**config.mk**
```make
export PLATFORM = sky130hd
export DESIGN_NAME = program_loader
export DESIGN_NICKNAME = d
export VERILOG_FILES = /design/src/rtl/bip_pkg.sv /design/src/rtl/program_loader.sv
export SDC_FILE = /design/constraint.sdc
export NUM_CORES = 1
export LEC_CHECK = 0
export CORE_UTILIZATION = 48
export DETAILED_ROUTE_END_ITERATION = 10
export PLACE_DENSITY = 0.78
export SLEW_MARGIN = 10
export SYNTH_ARGS = -nofsm -noshare
export SYNTH_HDL_FRONTEND = slang
export SYNTH_SLANG_ARGS = --single-unit
```
**constraint.sdc**
```tcl
create_clock -name i_clock -period 2.14 [get_ports i_clock]
set_input_delay 0.428 -clock i_clock [delete_from_list [all_inputs] [get_ports i_clock]]
set_output_delay 0.428 -clock i_clock [all_outputs]
set_load 0.02 [all_outputs]
```
**src/rtl/bip_pkg.sv**
```systemverilog
// Shared definitions for the BIP program loader: state encoding,
// halt opcode and default field widths.
package bip_pkg;

  localparam int NB_INSTRUCTION = 16;
  localparam int NB_ADDR        = 11;
  localparam int NB_OPCODE      = 5;
  localparam int NB_BYTE        = 8;

  localparam logic [4:0] OPC_HALT = 5'b00000;

  typedef enum logic [2:0] {
    IDLE    = 3'd0,
    RX_HIGH = 3'd1,
    RX_LOW  = 3'd2,
    WRITE   = 3'd3,
    DONE    = 3'd4
  } state_t;

endpackage

```
**src/rtl/program_loader.sv**
```systemverilog
// Program loader: assembles 16-bit words (high byte first) from the UART
// byte stream, writes them to program memory from address 0 and holds the
// CPU in reset until a halt word has been written or memory is full.
module program_loader #(
  parameter int NB_INSTRUCTION = bip_pkg::NB_INSTRUCTION,
  parameter int NB_ADDR        = bip_pkg::NB_ADDR,
  parameter int NB_OPCODE      = bip_pkg::NB_OPCODE,
  parameter int NB_BYTE        = bip_pkg::NB_BYTE
) (
  input  logic                      i_clock,
  input  logic                      i_reset,
  input  logic                      i_start,
  input  logic [NB_BYTE-1:0]        i_rx_data,
  input  logic                      i_rx_valid,
  output logic                      o_wr_enb_prog,
  output logic [NB_ADDR-1:0]        o_wr_addr,
  output logic [NB_INSTRUCTION-1:0] o_wr_data,
  output logic                      o_cpu_reset,
  output logic                      o_busy,
  output logic                      o_done,
  output logic                      o_overflow,
  output logic                      o_overrun
);

  import bip_pkg::*;

  state_t                    state;
  state_t                    next_state;
  logic [NB_BYTE-1:0]        high_byte;

  logic [NB_BYTE-1:0]        high_byte_d;
  logic [NB_ADDR-1:0]        wr_addr_d;
  logic [NB_INSTRUCTION-1:0] wr_data_d;
  logic                      wr_enb_d;
  logic                      cpu_reset_d;
  logic                      busy_d;
  logic                      done_d;
  logic                      overflow_d;
  logic                      overrun_d;

  logic                      is_halt;
  logic                      addr_at_max;

  // The word being written sits in o_wr_data; the address counter is o_wr_addr.
  assign is_halt     = (o_wr_data[NB_INSTRUCTION-1 -: NB_OPCODE] == NB_OPCODE'(OPC_HALT));
  assign addr_at_max = &o_wr_addr;

  // State register.
  always_ff @(posedge i_clock) begin
    if (i_reset) begin
      state <= IDLE;
    end else begin
      state <= next_state;
    end
  end

  // Next-state logic: byte sequencing and end-of-load decision in WRITE.
  always_comb begin
    next_state = state;
    case (state)
      IDLE, DONE: begin
        if (i_start) next_state = RX_HIGH;
      end
      RX_HIGH: begin
        if (i_rx_valid) next_state = RX_LOW;
      end
      RX_LOW: begin
        if (i_rx_valid) next_state = WRITE;
      end
      WRITE: begin
        if (is_halt || addr_at_max) next_state = DONE;
        else                        next_state = RX_HIGH;
      end
      default: next_state = IDLE;
    endcase
  end

  // Output logic: next values of every registered output, derived from the
  // current state, the inputs and the state being entered.
  always_comb begin
    high_byte_d = high_byte;
    wr_addr_d   = o_wr_addr;
    wr_data_d   = o_wr_data;
    overflow_d  = o_overflow;
    overrun_d   = o_overrun;
    case (state)
      IDLE, DONE: begin
        if (i_start) begin
          wr_addr_d  = '0;
          overflow_d = 1'b0;
          overrun_d  = 1'b0;
        end
      end
      RX_HIGH: begin
        if (i_rx_valid) high_byte_d = i_rx_data;
      end
      RX_LOW: begin
        if (i_rx_valid) wr_data_d = {high_byte, i_rx_data};
      end
      WRITE: begin
        if (i_rx_valid) overrun_d = 1'b1;
        if (!is_halt) begin
          if (addr_at_max) overflow_d = 1'b1;
          else             wr_addr_d  = o_wr_addr + NB_ADDR'(1);
        end
      end
      default: begin
        high_byte_d = high_byte;
      end
    endcase
    wr_enb_d    = (next_state == WRITE);
    busy_d      = (next_state == RX_HIGH) || (next_state == RX_LOW) || (next_state == WRITE);
    done_d      = (next_state == DONE);
    cpu_reset_d = (next_state != DONE);
  end

  // Output and datapath registers.
  always_ff @(posedge i_clock) begin
    if (i_reset) begin
      high_byte     <= '0;
      o_wr_addr     <= '0;
      o_wr_data     <= '0;
      o_wr_enb_prog <= 1'b0;
      o_cpu_reset   <= 1'b1;
      o_busy        <= 1'b0;
      o_done        <= 1'b0;
      o_overflow    <= 1'b0;
      o_overrun     <= 1'b0;
    end else begin
      high_byte     <= high_byte_d;
      o_wr_addr     <= wr_addr_d;
      o_wr_data     <= wr_data_d;
      o_wr_enb_prog <= wr_enb_d;
      o_cpu_reset   <= cpu_reset_d;
      o_busy        <= busy_d;
      o_done        <= done_d;
      o_overflow    <= overflow_d;
      o_overrun     <= overrun_d;
    end
  end

endmodule

```
==> flow_metrics.env, run 1 <==
export IMPL_max_slew_worst_pin_slew_ns=0.553
export IMPL_synth_most_common_cell="dfxtp_1"
export IMPL_grt_max_degree=24
export IMPL_hold_violations=0
export IMPL_postLayoutCoreUtil_pct=67.9
export IMPL_switching_share_pct=23.8
export IMPL_outcome="complete, no violations"
export IMPL_synth_seq_cells=44
export IMPL_seq_power_share_pct=57.7
export IMPL_regToRegEndpoint="o_wr_addr[5]"
export IMPL_netlist_area_um2=1800
export IMPL_die_area_um2=4000
export IMPL_p_leak_nw=0.766
export IMPL_start_util_pct=51.9
export IMPL_rows=21
export IMPL_hpwlAfterDp_um=2710
export IMPL_tns_ns=0
export IMPL_yosys_area_top_type="dfxtp_1"
export IMPL_path_class="reg -> reg"
export IMPL_cts_buffers=5
export IMPL_cts_resized=0
export IMPL_nFillCells=307
export IMPL_hold_path_end="o_wr_data[11]"
export IMPL_cts_max_level=2
export IMPL_r2r_setup_slack_ns=0.29
export IMPL_cp_arrival_ns=2.08
export IMPL_peakVddDrop_mv=0.380
export IMPL_reg2reg_from="o_wr_data[11]"
export IMPL_period_needed_ns=1.85
export IMPL_drive_above_1_share_pct=6.77
export IMPL_p_total_w=0.00147
export IMPL_async_flop_share_pct=0
export IMPL_grtUsageTotal_pct=21.6
export IMPL_coreArea_um2=3470
export IMPL_rsz0062_at_grt="false"
export IMPL_ys_flop_type="dfxtp_1"
export IMPL_clk_pin_slew_worst_paths_ns=0.08
export IMPL_intPower_w=0.00112
export IMPL_synth_top_area_share_pct=48.9
export IMPL_cts_tree="done"
export IMPL_dp_slack_ns=0.189
export IMPL_wl_per_cell_um=13.2
export IMPL_dp_cells=290
export IMPL_critPathLaunch="o_wr_data[11]"
export IMPL_viasPerCell=5.40
export IMPL_regArea_um2=881
export IMPL_die_height_um=63.3
export IMPL_cts_hold_buf=0
export IMPL_grt_pass1_wl_um=6800
export IMPL_yosysWarnings=0
export IMPL_diodes=0
export IMPL_cts_max_path_buffers=2
export IMPL_synthDistinctLibCells=38
export IMPL_wl_um=3910
export IMPL_fmax_mhz=540
export IMPL_cp_end_kind="flip-flop"
export IMPL_clk_latency_ns=0.30
export IMPL_max_cap_violations=0
export IMPL_drv_slew=0
export IMPL_power_frac_clock_pct=33.6
export IMPL_worst_path_max_fanout=15
export IMPL_cts_setup_buffers=0
export IMPL_stdcell_count=297
export IMPL_ant_nets=0
export IMPL_setup_viol=0
export IMPL_synth_edff_count=0
export IMPL_whs_path_depth=2
export IMPL_syn_avg_cell_area_um2=8.62
export IMPL_ys_seq_area_share_pct=48.9
export IMPL_fin_nets=264
export IMPL_synthTopCellsByArea="dfxtp_1 49%, nand2_1 7.7%, a21oi_1 6.9%, mux2i_1 5.0%, nor2_1 4.0%"
export IMPL_setup_slack_ns=0.289
export IMPL_startpoint_type="flip-flop"
export IMPL_overflow=0
export IMPL_gp_congestion=0.783
export IMPL_drt_pass1_iterations=4
export IMPL_reg2reg_depth=4
export IMPL_die_w_um=63.3
export IMPL_numPortBuffers=44
export IMPL_relSlewSlack_pct=63.2
export IMPL_io_pins=45
export IMPL_synthesis_nets=222
export IMPL_fin_crit_sh_pct=86.5
export IMPL_min_from="high_byte[3]"
export IMPL_drt_iter0_markers=111
export IMPL_hp_class="reg -> reg"
export IMPL_clock_root_buffer="clkbuf_8"
export IMPL_antenna_found_initial=0
export IMPL_cts_sinks=44
export IMPL_synth_common_cells="44 x dfxtp_1, 37 x nand2_1, 25 x a21oi_1"
export IMPL_switching_power_w=0.000350
export IMPL_drc=0
export IMPL_power_per_cell_area_nw_per_um2=624
export IMPL_synthesis_instances=209
export IMPL_grt_pass1_vias=1481
export IMPL_area_growth_pct=30.7
export IMPL_vias=1604
export IMPL_comb_power_share_pct=8.6
export IMPL_clock_skew_ns=0.00430
export IMPL_crit_required_ns=2.37
export IMPL_multiInputGateArea_um2=865
[logic make-up after synthesis]
kind of cell	synth area share [%]
buffers and inverters	3.47
and+or+nand+nor	26.7
AOI/OAI and AO/OA	15.3
DFF	48.9
muxes	5.00
adders and majority gates	0.694
[cell usage in the layout (no fill, tap or decap), drive strengths merged, types with 2 or more instances in the layout]
master / netlist / routed
or2: 2 / 2
o211ai: 3 / 3
and3b: 2 / 2
nand3: 4 / 4
nor2: 19 / 19
buf: 4 / 4
o31ai: 6 / 6
clkdlybuf4s50: 0 / 44
nand4: 3 / 3
a22oi: 2 / 2
a21oi: 25 / 25
nand2b: 2 / 2
mux2i: 9 / 9
nor3: 5 / 5
or3: 8 / 8
or4: 6 / 6
nand2: 37 / 37
o21ai: 4 / 4
clkbuf: 9 / 6
dfxtp: 44 / 44
[metrics by stage]
stage,hold slack [ns],cell area [um2]
6_report,0.450,2350
5_1_grt,0.483,2350
4_1_cts,0.457,2350
3_5_place_dp,0.448,2280
3_3_place_gp,0.443,2280
2_1_floorplan,0.431,1800
[layer usage]
metal  share of wire, %  GRT usage, %  vias to the layer above
met1                 49          27.7                      737
met2                 46          34.9                       39
li1                   -             -                      823
met4                1.3          7.10                        0
met5                  0             0                        -
met3                4.2          5.98                        5
[registers in the layout, summed over array words and instances (netlist names)]
register / flops
o_wr_data: 16
o_wr_addr: 11
high_byte: 8
state: 3
o_busy: 1
o_cpu_reset: 1
o_done: 1
o_overflow: 1
o_overrun: 1
o_wr_enb_prog: 1
[worst max-delay path by stage]
stage,cells past startpoint,slack [ns],endpoint
global route,4,0.17,o_wr_addr[7]
global placement,4,0.20,o_wr_data[3]
finish,4,0.29,o_wr_addr[5]
detailed placement,4,0.19,o_wr_data[6]
CTS,4,0.29,o_wr_addr[5]
floorplan,6,0.41,o_cpu_reset
[power by group through the flow]
| stage | clock (W) | combinational (W) | sequential (W) |
|---|---|---|---|
| final | 0.000494 | 0.000126 | 0.000848 |
| after global routing | 0.000545 | 0.000140 | 0.000851 |
| after floorplan | 0 | 0.0000659 | 0.000874 |
| after detailed placement | 0 | 0.000127 | 0.000868 |
| after CTS | 0.000501 | 0.000128 | 0.000848 |
| after global placement | 0 | 0.000125 | 0.000867 |
[critical path: stages (launching register included)]
cell	delay, ns
dfxtp_1	0.34
or4_4	0.57
o21ai_2	0.47
or4_4	0.24
mux2i_1	0.16
[layout make-up]
class / instances / area share [%]
Sequential cell: 44 / 37.4
Clock buffer: 6 / 3.08
Timing Repair Buffer: 48 / 20.0
Clock inverter: 1 / 0.213
Tap cell: 46 / 2.44
Multi-Input combinational cell: 151 / 36.7
Inverter: 1 / 0.159
(Power assumes the default switching activity.)
==> run 2, diff against run 1 <==
--- a/config.mk
+++ b/config.mk
@@ -6,6 +6,7 @@
 export NUM_CORES = 1
 export LEC_CHECK = 0
 export CORE_UTILIZATION = 48
+export CTS_BUF_LIST = sky130_fd_sc_hd__clkbuf_4 sky130_fd_sc_hd__clkbuf_8 sky130_fd_sc_hd__clkbuf_16
 export DETAILED_ROUTE_END_ITERATION = 10
 export PLACE_DENSITY = 0.78
 export SLEW_MARGIN = 10
==> flow_metrics.env, run 2 (synthesis results as in run 1) <==
export IMPL_relSlewSlack_pct=63.1
export IMPL_fmax_mhz=540
export IMPL_overflow=0
export IMPL_cp_end_kind="flip-flop"
export IMPL_outcome="complete, no violations"
export IMPL_gp_congestion=0.783
export IMPL_top_regs="o_wr_data x16, o_wr_addr x11, high_byte x8"
export IMPL_coreArea_um2=3470
export IMPL_crit_required_ns=2.37
export IMPL_cts_resized=0
export IMPL_drc=0
export IMPL_final_cell_mix="44 x dfxtp_1, 44 x clkdlybuf4s50_1, 37 x nand2_1"
export IMPL_hold_violations=0
export IMPL_cts_tree="done"
export IMPL_drt_pass1_iterations=4
export IMPL_clock_skew_ns=0.00433
export IMPL_cts_buffers=5
export IMPL_reg2reg_depth=4
export IMPL_largest_reg_flops=16
export IMPL_comb_power_share_pct=8.5
export IMPL_cp_arrival_ns=2.08
export IMPL_hp_class="reg -> reg"
export IMPL_cts_setup_buffers=0
export IMPL_max_cap_violations=0
export IMPL_die_height_um=63.3
export IMPL_whs_path_depth=2
export IMPL_dp_cells=290
export IMPL_grt_pass1_vias=1481
export IMPL_wl_um=3910
export IMPL_stdcell_count=297
export IMPL_cts_sinks=44
export IMPL_viasPerCell=5.42
export IMPL_rsz0062_at_grt="false"
export IMPL_switching_share_pct=23.6
export IMPL_period_needed_ns=1.85
export IMPL_worst_path_max_fanout=15
export IMPL_io_pins=45
export IMPL_seq_power_share_pct=57.2
export IMPL_p_leak_nw=0.769
export IMPL_wl_per_cell_um=13.2
export IMPL_peakVddDrop_mv=0.380
export IMPL_fin_nets=264
export IMPL_ant_nets=0
export IMPL_drt_iter0_markers=110
export IMPL_max_slew_worst_pin_slew_ns=0.553
export IMPL_startpoint_type="flip-flop"
export IMPL_tns_ns=0
export IMPL_drv_slew=0
export IMPL_switching_power_w=0.000350
export IMPL_numPortBuffers=44
export IMPL_power_per_cell_area_nw_per_um2=629
export IMPL_die_area_um2=4000
export IMPL_clk_pin_slew_worst_paths_ns=0.08
export IMPL_cts_hold_buf=0
export IMPL_path_class="reg -> reg"
export IMPL_grtUsageTotal_pct=21.6
export IMPL_cts_max_level=2
export IMPL_intPower_w=0.00113
export IMPL_cts_max_path_buffers=2
export IMPL_start_util_pct=51.9
export IMPL_hpwlAfterDp_um=2710
export IMPL_vias=1609
export IMPL_drive_above_1_share_pct=7.17
export IMPL_clock_root_buffer="clkbuf_8"
export IMPL_area_growth_pct=30.9
export IMPL_die_w_um=63.3
export IMPL_grt_max_degree=24
export IMPL_top_register="o_wr_data"
export IMPL_clk_latency_ns=0.30
export IMPL_grt_pass1_wl_um=6800
export IMPL_fin_crit_sh_pct=86.5
export IMPL_antenna_found_initial=0
export IMPL_setup_viol=0
export IMPL_diodes=0
export IMPL_rows=21
export IMPL_power_frac_clock_pct=34.2
-- run 2: final timing paths --
check                              startpoint       endpoint  slack, ns
worst min register to register   high_byte[3]  o_wr_data[11]       0.45
worst min-delay path             high_byte[3]  o_wr_data[11]       0.45
worst max-delay path            o_wr_data[11]   o_wr_addr[5]       0.29
worst max register to register  o_wr_data[11]   o_wr_addr[5]       0.29
-- run 2: worst max-delay path, cell delays in order, from the launching register on --
cell and delay, ns:
dfxtp_1 0.34, or4_4 0.57, o21ai_2 0.47, or4_4 0.24, mux2i_1 0.16
-- run 2: metrics by stage --
stage	setup slack [ns]	area [um2]	utilization (%)	hold WS (ns)	total power, W
3_3_place_gp	0.203	2280	65.7	0.443	0.000993
3_5_place_dp	0.189	2280	65.7	0.448	0.000995
5_1_grt	0.165	2360	68.0	0.483	0.00155
2_1_floorplan	0.410	1800	-	0.431	0.000940
6_report	0.289	2360	68.0	0.450	0.00148
4_1_cts	0.293	2360	68.0	0.457	0.00149
-- run 2: power groups by stage --
stage | registers, W | clock network, W | logic [W]
after global routing | 0.000851 | 0.000557 | 0.000140
after CTS | 0.000848 | 0.000514 | 0.000128
after global placement | 0.000867 | 0 | 0.000125
final | 0.000848 | 0.000507 | 0.000126
after detailed placement | 0.000868 | 0 | 0.000127
after floorplan | 0.000874 | 0 | 0.0000659
-- run 2: cell type report --
cell class | count | area (um2)
sequential | 44 | 881
fill | 305 | 1110
clock buffer | 6 | 76.3
clock inverter | 1 | 5.00
inverter | 1 | 3.75
timing repair buffer | 48 | 470
tap | 46 | 57.6
multi-input combinational | 151 | 865
-- run 2: routing by layer --
metal  track usage, %  up-vias  wire, um
li1                 -      823         -
met1             27.7      744      1920
met2             34.9       37      1790
met3             5.98        5       160
met4             7.10        0        49
met5                0        -         0
==> run 3, diff against run 2 <==
--- a/config.mk
+++ b/config.mk
@@ -5,6 +5,7 @@
 export SDC_FILE = /design/constraint.sdc
 export NUM_CORES = 1
 export LEC_CHECK = 0
+export CORE_MARGIN = 2
 export CORE_UTILIZATION = 48
 export CTS_BUF_LIST = sky130_fd_sc_hd__clkbuf_4 sky130_fd_sc_hd__clkbuf_8 sky130_fd_sc_hd__clkbuf_16
 export DETAILED_ROUTE_END_ITERATION = 10
==> flow_metrics.env, run 3 (synthesis results as in run 1) <==
export IMPL_slowest_delay_ns=0.57
export IMPL_power_per_cell_area_nw_per_um2=678
export IMPL_tns_ns=0
export IMPL_die_area_um2=4260
export IMPL_worstPathBufferInverterCount=0
export IMPL_wl_per_cell_um=13.3
export IMPL_switching_power_w=0.000378
export IMPL_top_regs="o_wr_data x16, o_wr_addr x11, high_byte x8"
export IMPL_gp_congestion=0.796
export IMPL_cts_sinks=44
export IMPL_multiInputGateArea_um2=865
export IMPL_grt_max_degree=22
export IMPL_viasPerCell=5.46
export IMPL_drive_above_1_share_pct=7.91
export IMPL_area_growth_pct=33.3
export IMPL_setup_viol=0
export IMPL_numPortBuffers=44
export IMPL_grt_pass1_wl_um=6830
export IMPL_rows=22
export IMPL_clk_pin_slew_worst_paths_ns=0.09
export IMPL_io_pins=45
export IMPL_max_cap_violations=0
export IMPL_peakVddDrop_mv=0.552
export IMPL_grt_pass1_vias=1505
export IMPL_antenna_found_initial=0
export IMPL_crit_chain="or4_4 > o21ai_2 > or4_4 > mux2i_1"
export IMPL_drv_slew=0
export IMPL_hpwlAfterDp_um=2790
export IMPL_cts_max_path_buffers=2
export IMPL_critPathTopFamily="simple AND/OR/NAND/NOR gates"
export IMPL_grtUsageTotal_pct=20.1
export IMPL_clk_latency_ns=0.29
export IMPL_drt_pass1_iterations=5
export IMPL_startpoint_type="flip-flop"
export IMPL_crit_slowest_cell="or4_4"
export IMPL_worst_path_max_fanout=15
export IMPL_switching_share_pct=23.2
export IMPL_cp_end_kind="flip-flop"
export IMPL_fin_nets=265
export IMPL_cp_arrival_ns=2.09
export IMPL_largest_reg_flops=16
export IMPL_overflow=0
export IMPL_die_height_um=65.3
export IMPL_top_register="o_wr_data"
export IMPL_outcome="complete, no violations"
export IMPL_coreArea_um2=3630
export IMPL_intPower_w=0.00125
export IMPL_power_frac_clock_pct=40.1
export IMPL_cts_buffers=5
export IMPL_rsz0062_at_grt="false"
export IMPL_cts_setup_buffers=0
export IMPL_clock_skew_ns=0.00738
export IMPL_nFillCells=310
export IMPL_cts_resized=0
export IMPL_max_slew_worst_pin_slew_ns=0.573
export IMPL_cts_max_level=2
export IMPL_drc=0
export IMPL_final_cell_mix="44 x dfxtp_1, 44 x clkdlybuf4s50_1, 37 x nand2_1"
export IMPL_p_leak_nw=0.785
export IMPL_clock_root_buffer="clkbuf_8"
export IMPL_regArea_um2=881
export IMPL_vias=1643
export IMPL_path_class="reg -> reg"
export IMPL_post_dp_cell_area_um2=2290
export IMPL_period_needed_ns=1.86
export IMPL_cts_hold_buf=0
export IMPL_fin_crit_sh_pct=86.9
export IMPL_relSlewSlack_pct=61.8
export IMPL_seq_power_share_pct=52.1
export IMPL_postLayoutCoreUtil_pct=66.1
export IMPL_drt_iter0_markers=73
export IMPL_cts_tree="done"
export IMPL_fmax_mhz=537
export IMPL_crit_path_frequent_cell="or4_4"
export IMPL_die_w_um=65.3
export IMPL_ant_nets=0
export IMPL_crit_required_ns=2.37
export IMPL_final_area_um2=2400
export IMPL_hold_violations=0
export IMPL_diodes=0
export IMPL_hp_class="reg -> reg"
export IMPL_wl_um=4010
export IMPL_start_util_pct=49.6
export IMPL_comb_power_share_pct=7.8
-- run 3: per-layer routing --
layer / global-route usage (%) / vias to the layer above / share of wire (%)
met1: 26.5 / 772 / 47
met3: 3.42 / 4 / 4.1
li1: - / 822 / -
met5: 0 / - / 0
met4: 7.55 / 0 / 0.67
met2: 33.2 / 45 / 48
-- run 3: power groups by stage --
stage	Combinational (W)	Clock, W	Sequential (W)
2_1_floorplan	0.0000659	0	0.000874
3_3_place_gp	0.000126	0	0.000867
3_5_place_dp	0.000128	0	0.000867
4_1_cts	0.000127	0.000660	0.000848
5_1_grt	0.000139	0.000695	0.000851
6_report	0.000127	0.000653	0.000848
-- run 3: metrics by stage --
stage | power, W | hold WS [ns] | setup WS (ns) | instances
floorplan | 0.000940 | 0.431 | 0.410 | 209
global placement | 0.000993 | 0.440 | 0.209 | 293
detailed placement | 0.000995 | 0.442 | 0.184 | 293
CTS | 0.00164 | 0.458 | 0.287 | 301
global route | 0.00169 | 0.481 | 0.148 | 301
finish | 0.00163 | 0.462 | 0.279 | 301
-- run 3: worst paths after layout --
check | from | endpoint | slack, ns | cells past startpoint
max reg2reg | o_wr_data[11] | o_wr_addr[5] | 0.28 | 4
max | o_wr_data[11] | o_wr_addr[5] | 0.28 | 4
min | high_byte[6] | o_wr_data[14] | 0.46 | 2
min reg2reg | high_byte[6] | o_wr_data[14] | 0.46 | 2
-- run 3: cell type report --
class                   count  share of cell area [%]
inverters                   1                   0.156
clock buffers               5                    2.86
flip-flops and latches     44                    36.7
well taps                  48                    2.50
clock inverters             3                    1.93
multi-input cells         151                    36.0
repair buffers             49                    19.9
-- run 3: worst register-to-register path: stages (launching register included) --
cell,delay [ns]
dfxtp_1,0.33
or4_4,0.57
o21ai_2,0.49
or4_4,0.25
mux2i_1,0.17
